### src/rtl/instr_fetch_pkg.sv
// Shared processor definitions for the instruction fetch stage: the fetch
// controller state encoding and the default address / counter widths.
package instr_fetch_pkg;

  localparam int PC_W_DEFAULT  = 10;
  localparam int CNT_W_DEFAULT = 16;

  typedef enum logic [1:0] {
    IDLE = 2'd0,
    RUN  = 2'd1,
    DONE = 2'd2
  } fetch_state_e;

endpackage

### src/rtl/instr_fetch.sv
// Instruction fetch controller. Sequences the program counter through a run,
// resolving stalls, absolute jumps and relative branches whose targets come
// from an external lookup table addressed by the current instruction's key.
// Also counts the cycles spent running, saturating at all-ones.
module instr_fetch
  import instr_fetch_pkg::*;
#(
  parameter int PC_W  = PC_W_DEFAULT,
  parameter int CNT_W = CNT_W_DEFAULT
) (
  input  logic             clk,
  input  logic             reset,
  input  logic             start,
  input  logic             stall,
  input  logic             jump_en,
  input  logic             branch_en,
  input  logic [3:0]       key_in,
  input  logic             halt_req,
  output logic [3:0]       lut_key,
  input  logic [7:0]       lut_value,
  output logic [PC_W-1:0]  pc,
  output logic             done,
  output logic [CNT_W-1:0] cycle_count
);

  fetch_state_e   state_q, state_d;
  logic [PC_W-1:0]  pc_q, pc_d;
  logic [CNT_W-1:0] cnt_q, cnt_d;

  // Jump targets are unsigned table entries; branch offsets are two's
  // complement, so they are sign-extended before the modular add.
  logic [PC_W-1:0] jumpTarget;
  logic [PC_W-1:0] branchOffset;

  assign jumpTarget   = PC_W'(lut_value);
  assign branchOffset = PC_W'($signed(lut_value));

  // The lookup key passes straight through so the table answers in the same
  // cycle the instruction is presented.
  assign lut_key     = key_in;
  assign pc          = pc_q;
  assign cycle_count = cnt_q;
  assign done        = (state_q == DONE);

  // Next-state, next-pc and next-count selection; everything holds unless a
  // transition or a RUN cycle says otherwise.
  always_comb begin
    state_d = state_q;
    pc_d    = pc_q;
    cnt_d   = cnt_q;
    case (state_q)
      IDLE, DONE: begin
        if (start) begin
          state_d = RUN;
          pc_d    = '0;
          cnt_d   = '0;
        end
      end
      RUN: begin
        if (cnt_q != '1) begin
          cnt_d = cnt_q + CNT_W'(1);
        end
        if (halt_req) begin
          state_d = DONE;
        end else if (stall) begin
          pc_d = pc_q;
        end else if (jump_en) begin
          pc_d = jumpTarget;
        end else if (branch_en) begin
          pc_d = pc_q + branchOffset;
        end else begin
          pc_d = pc_q + PC_W'(1);
        end
      end
      default: begin
        state_d = IDLE;
        pc_d    = '0;
        cnt_d   = '0;
      end
    endcase
  end

  // All fetch state lives in this one register process; reset overrides any
  // start or control input arriving in the same cycle.
  always_ff @(posedge clk) begin
    if (reset) begin
      state_q <= IDLE;
      pc_q    <= '0;
      cnt_q   <= '0;
    end else begin
      state_q <= state_d;
      pc_q    <= pc_d;
      cnt_q   <= cnt_d;
    end
  end

endmodule

### config.mk
export PLATFORM = sky130hd
export DESIGN_NAME = instr_fetch
export DESIGN_NICKNAME = d
export VERILOG_FILES = /design/src/rtl/instr_fetch_pkg.sv /design/src/rtl/instr_fetch.sv
export SDC_FILE = /design/constraint.sdc
export NUM_CORES = 1
export LEC_CHECK = 0
export BUFFER_PORTS_ARGS = -buffer_cell sky130_fd_sc_hd__clkbuf_2
export CAP_MARGIN = 20
export CORE_ASPECT_RATIO = 1.25
export CORE_MARGIN = 2
export CORE_UTILIZATION = 56
export DETAILED_ROUTE_END_ITERATION = 16
export PLACE_DENSITY = 0.85
export SLEW_MARGIN = 30
export SYNTH_ARGS = -nofsm -noshare
export SYNTH_HDL_FRONTEND = slang
export SYNTH_SLANG_ARGS = --single-unit
### constraint.sdc
create_clock -name clk -period 6.43 [get_ports clk]
set_input_delay 1.286 -clock clk [delete_from_list [all_inputs] [get_ports clk]]
set_output_delay 1.286 -clock clk [all_outputs]
set_load 0.01 [all_outputs]
Word level (Yosys, flattened, before mapping):

Cells that the tools add are included.

* bits of input ports: 19
* register bits after elaboration: 28
* logic and storage cells: 31

* eq/ne operators: 8
* mux-type cells: 12
* add/subtract/negate cells: 3
* reduce and logical (&&, ||, !) cells: 5

Operator list (number)
* $mux 10: 5
* $mux 16: 2
* $pmux 16 s2: 1
* $pmux 10 s2: 1
* $add 16x1->16 const B: 1
* $ne 16x16->1 const B: 1
* $add 10x1->10 const B: 1
* $add 10x10->10: 1
* $ne 2x2->1 const B: 5
* $mux 2: 2
* $pmux 2 s2: 1
* $reduce_and 2->1: 2
* $reduce_and 3->1: 1
* $eq 2x1->1 const B: 1
* $eq 2x2->1 const B: 1
* $logic_not 2->1: 1
* $reduce_or 2->1: 1

Longest topological paths before layout:

* depth after elaboration: 6
* mapped depth: 9
* gate-level depth less buffers: 9

Least setup slack after synthesis:

No wires, ideal clock.

* path type: input to register
* from: input lut_value[0]
* to: register pc_q[8], in the netlist pc[8]
* setup slack: 3.304 ns
* required time: 6.300 ns
* arrival time: 2.996 ns
* buffers on the path: 0
* cell stages on the path: 9
* path through: nand2b_1 ha_1 fa_1 a211oi_1 o21bai_1 a2111oi_0 nor3_1 nand2_1 o211ai_1

* word-level cells in the longest chain between the ends: 6

Ends and longest elaborated chain
* start: declaration: line instr_fetch.sv:20 `input logic [7:0] lut_value,`
* $add 10x10->10: line instr_fetch.sv:70 `pc_d = pc_q + branchOffset;`
* $mux 10: line instr_fetch.sv:69 `end else if (branch_en) begin`
* $mux 10: line instr_fetch.sv:67 `end else if (jump_en) begin`
* $mux 10: line instr_fetch.sv:65 `end else if (stall) begin`
* $mux 10: line instr_fetch.sv:63 `if (halt_req) begin`
* $pmux 10 s2: line instr_fetch.sv:51 `case (state_q)`
* end signal: assignment: line instr_fetch.sv:92 `pc_q <= pc_d;`
* end: declaration: line instr_fetch.sv:27 `logic [PC_W-1:0] pc_q, pc_d;`

No other way between the ends. The select of a mux whose other input is x is not followed.
A chain may end at the register's enable or synchronous reset.

Final worst setup path:

* from: input branch_en
* to: register pc_q[8], in the netlist pc[8]

* word-level cells in the longest chain between the ends: 5

Ends and longest elaborated chain
* start: declaration: line instr_fetch.sv:16 `input logic branch_en,`
* $mux 10: line instr_fetch.sv:69
* $mux 10: line instr_fetch.sv:67
* $mux 10: line instr_fetch.sv:65
* $mux 10: line instr_fetch.sv:63
* $pmux 10 s2: line instr_fetch.sv:51

No other way between the ends. The select of a mux whose other input is x is not followed.

==> flow_metrics.py <==
metrics = {
    "outcome": {
        "status": "finished clean",
    },
    "die": {
        "boundaryPins": 50,
        "start_util": 0.594,
        "rows": 22,
        "chipHeight_microns": 66.8,
        "die_w_microns": 54.2,
        "dieArea_sq_um": 3620,
        "core_sq_um": 2970,
    },
    "worst_setup_path": {
        "critPathLaunchType": "input port",
        "crit_type": "input port to flop",
        "end_kind": "flop",
        "cp_max_fo": 8,
        "r2r_setup_slack_ns": 4.23,
        "rr_startpoint": "pc[0]",
        "crit_arrival_ns": 3.23,
        "required_ns": 6.64,
        "cp-startpoint": "branch_en",
    },
    "synth": {
        "synth_edf_count": 0,
        "yosysWarnings": 0,
        "syn-cell-area_sq_um": 1770,
        "synth_cells": 213,
        "yosys.area.top_type_share": 0.318,
        "synth_area_per_cell_sq_um": 8.29,
        "yosys.cell_types.count": 46,
        "synth_nets": 243,
        "ys_ff_latch": 28,
        "yosysTopAreaCell": "dfxtp_1",
        "ys_seq_area_frac": 0.318,
        "synthArstFlopShare": 0,
        "synthTopCellsByArea": "dfxtp_1 (32%), ha_1 (7.1%), nor2_1 (6.6%)",
        "synthFlopType": "dfxtp_1",
    },
    "clocking": {
        "root_buffer": "clkbuf_4",
        "cts_tree": "done",
        "ctsResizeCount": 0,
        "postCtsHoldBufs": 0,
        "numCtsBuffers": 3,
        "clk_latency_ns": 0.32,
        "htree_num_levels": 1,
        "path_clk_slew_ns": 0.14,
        "clock_path_buffers": 2,
        "post_cts_buffers": 0,
        "cts.sink_count": 28,
    },
    "placed_design": {
        "portBuffers": 41,
        "place_congestion": 0.897,
        "dpl.hpwl_microns": 3000,
    },
    "pwr": {
        "p_leak_nw": 0.874,
        "internal_power_mw": 0.217,
        "p_switching_mw": 0.0809,
        "ir_drop_mv": 0.111,
        "switching_share": 0.272,
        "power.clock.fraction": 0.242,
        "seq_power_share": 0.602,
        "pwr-share-comb": 0.156,
        "cellPowerDensity_nw_per_um2": 150,
    },
    "drt": {
        "vias_per_cell": 5.88,
        "ant_nets": 0,
        "firstDrtPassIters": 4,
        "vias": 1676,
        "wl_microns": 3880,
        "drtIter0Drc": 47,
        "drc_errors": 0,
        "wl_per_cell_microns": 13.6,
    },
    "global_routing": {
        "overflow": 0,
        "antenna_found_initial": 0,
        "grt_max_degree": 19,
        "grt_pass1_vias": 1509,
        "grt_pass1_wl_microns": 6350,
        "grtUsageTotal": 0.228,
    },
    "final_layout": {
        "final_layout_size_suffix_gt1_frac": 0.229,
        "diodes": 0,
        "final_common_cell": "clkbuf_2",
        "synthToLayoutAreaGrowth_pct": 12.8,
        "postLayoutCoreUtil": 0.670,
        "fin_nets": 281,
        "most-common-layout-cells": "clkbuf_2 (41), nor2_1 (31), dfxtp_1 (28)",
    },
    "hold_path": {
        "hold_start": "cycle_count[9]",
        "hp-class": "flop to flop",
    },
    "sta": {
        "fmax_mhz": 331,
        "rsz0062_at_grt": "no",
        "fin_crit_sh": 0.470,
        "fin_hold_ws_ns": 0.520,
        "fin_worst_skew_ns": 0.00681,
        "period_needed_ns": 3.02,
        "fin_tns_setup_ns": 0,
        "relSlewSlack": 0.610,
        "setup_violations": 0,
        "slew_violations": 0,
        "hold_viol": 0,
        "worstMarginPinSlew_ns": 0.585,
    },
    "flow_run": {
        "max-cap-violations": 0,
    },
}
-- registers in the layout (all words and copies together), names as in the netlist --
signal       flops
state_q          2
pc              10
cycle_count     16
-- synth_stat cells (2+ instances only) --
cell and count:
and2b_1 2, nand2b_1 4, o21ai_0 8, nand2_1 17
a2111oi_0 2, xor2_1 12, a21oi_1 11, o211ai_1 2
ha_1 10, a211oi_1 3, a21o_1 3, a32oi_1 2
xnor2_1 6, buf_4 5, dfxtp_1 28, o21bai_1 3
and2_1 6, nand3_1 8, nor3_1 10, mux2i_1 3
and3_1 3, and4_2 2, nand4_1 2, clkbuf_1 3
inv_1 2, a22oi_1 4, nand3b_1 2, a31oi_1 2
nor2_1 31
-- path summary, 6_finish.rpt --
kind	to	cells past startpoint
setup / recovery	pc[8]	10
setup reg to reg	pc[8]	8
hold / removal	cycle_count[9]	2
hold reg to reg	cycle_count[9]	2
-- area by class of cell --
| class | count | area, sq um |
|---|---|---|
| Clock buffer | 3 | 22.5 |
| Fill cell | 277 | 981 |
| Inverter | 2 | 7.51 |
| Multi-Input combinational cell | 174 | 1140 |
| Sequential cell | 28 | 561 |
| Tap cell | 36 | 45.0 |
| Timing Repair Buffer | 42 | 213 |
-- through the flow --
step                setup WS (ns)  cells  power (mW)  cell area (sq um)
detailed placement           3.06    282       0.229               1970
floorplan                    3.30    213       0.217               1770
finish                       3.41    285       0.298               1990
global route                 3.14    285       0.310               1990
CTS                          3.41    285       0.300               1990
global placement             3.09    281       0.227               1960
-- worst max-delay path: stages --
cell       delay (ns)
clkbuf_2         0.16
nand2b_1         0.07
ha_1             0.22
fa_1             0.42
a211oi_1         0.25
o21bai_1         0.11
a2111oi_0        0.43
nor3_1           0.13
nand2_1          0.08
o211ai_1         0.07
-- power by group through the flow --
stage / Clock (mW) / Sequential [mW] / Combinational, mW
floorplan: 0 / 0.183 / 0.0335
global placement: 0 / 0.183 / 0.0445
detailed placement: 0 / 0.183 / 0.0462
CTS: 0.0741 / 0.179 / 0.0463
global route: 0.0787 / 0.180 / 0.0516
finish: 0.0720 / 0.179 / 0.0466
-- per-layer routing --
metal	up-vias	GRT usage	routed length (microns)
met5	-	0	0
met4	0	0.0500	34
li1	844	-	-
met2	48	0.420	1940
met3	4	0.0224	212
met1	780	0.274	1700
-- cells by family (layout without fill, tap and decap cells) --
group | Yosys count | after routing | synth area share
XOR/XNOR | 18 | 18 | 0.0893
AO/OA/AOI/OAI | 46 | 46 | 0.176
multiplexers | 3 | 3 | 0.0170
flip-flops | 28 | 28 | 0.318
adder cells (fa/ha/maj) | 11 | 11 | 0.0822
buffers and inverters | 11 | 47 | 0.0347
AND/OR/NAND/NOR | 96 | 96 | 0.283
Power figures use the tool's default switching activity.
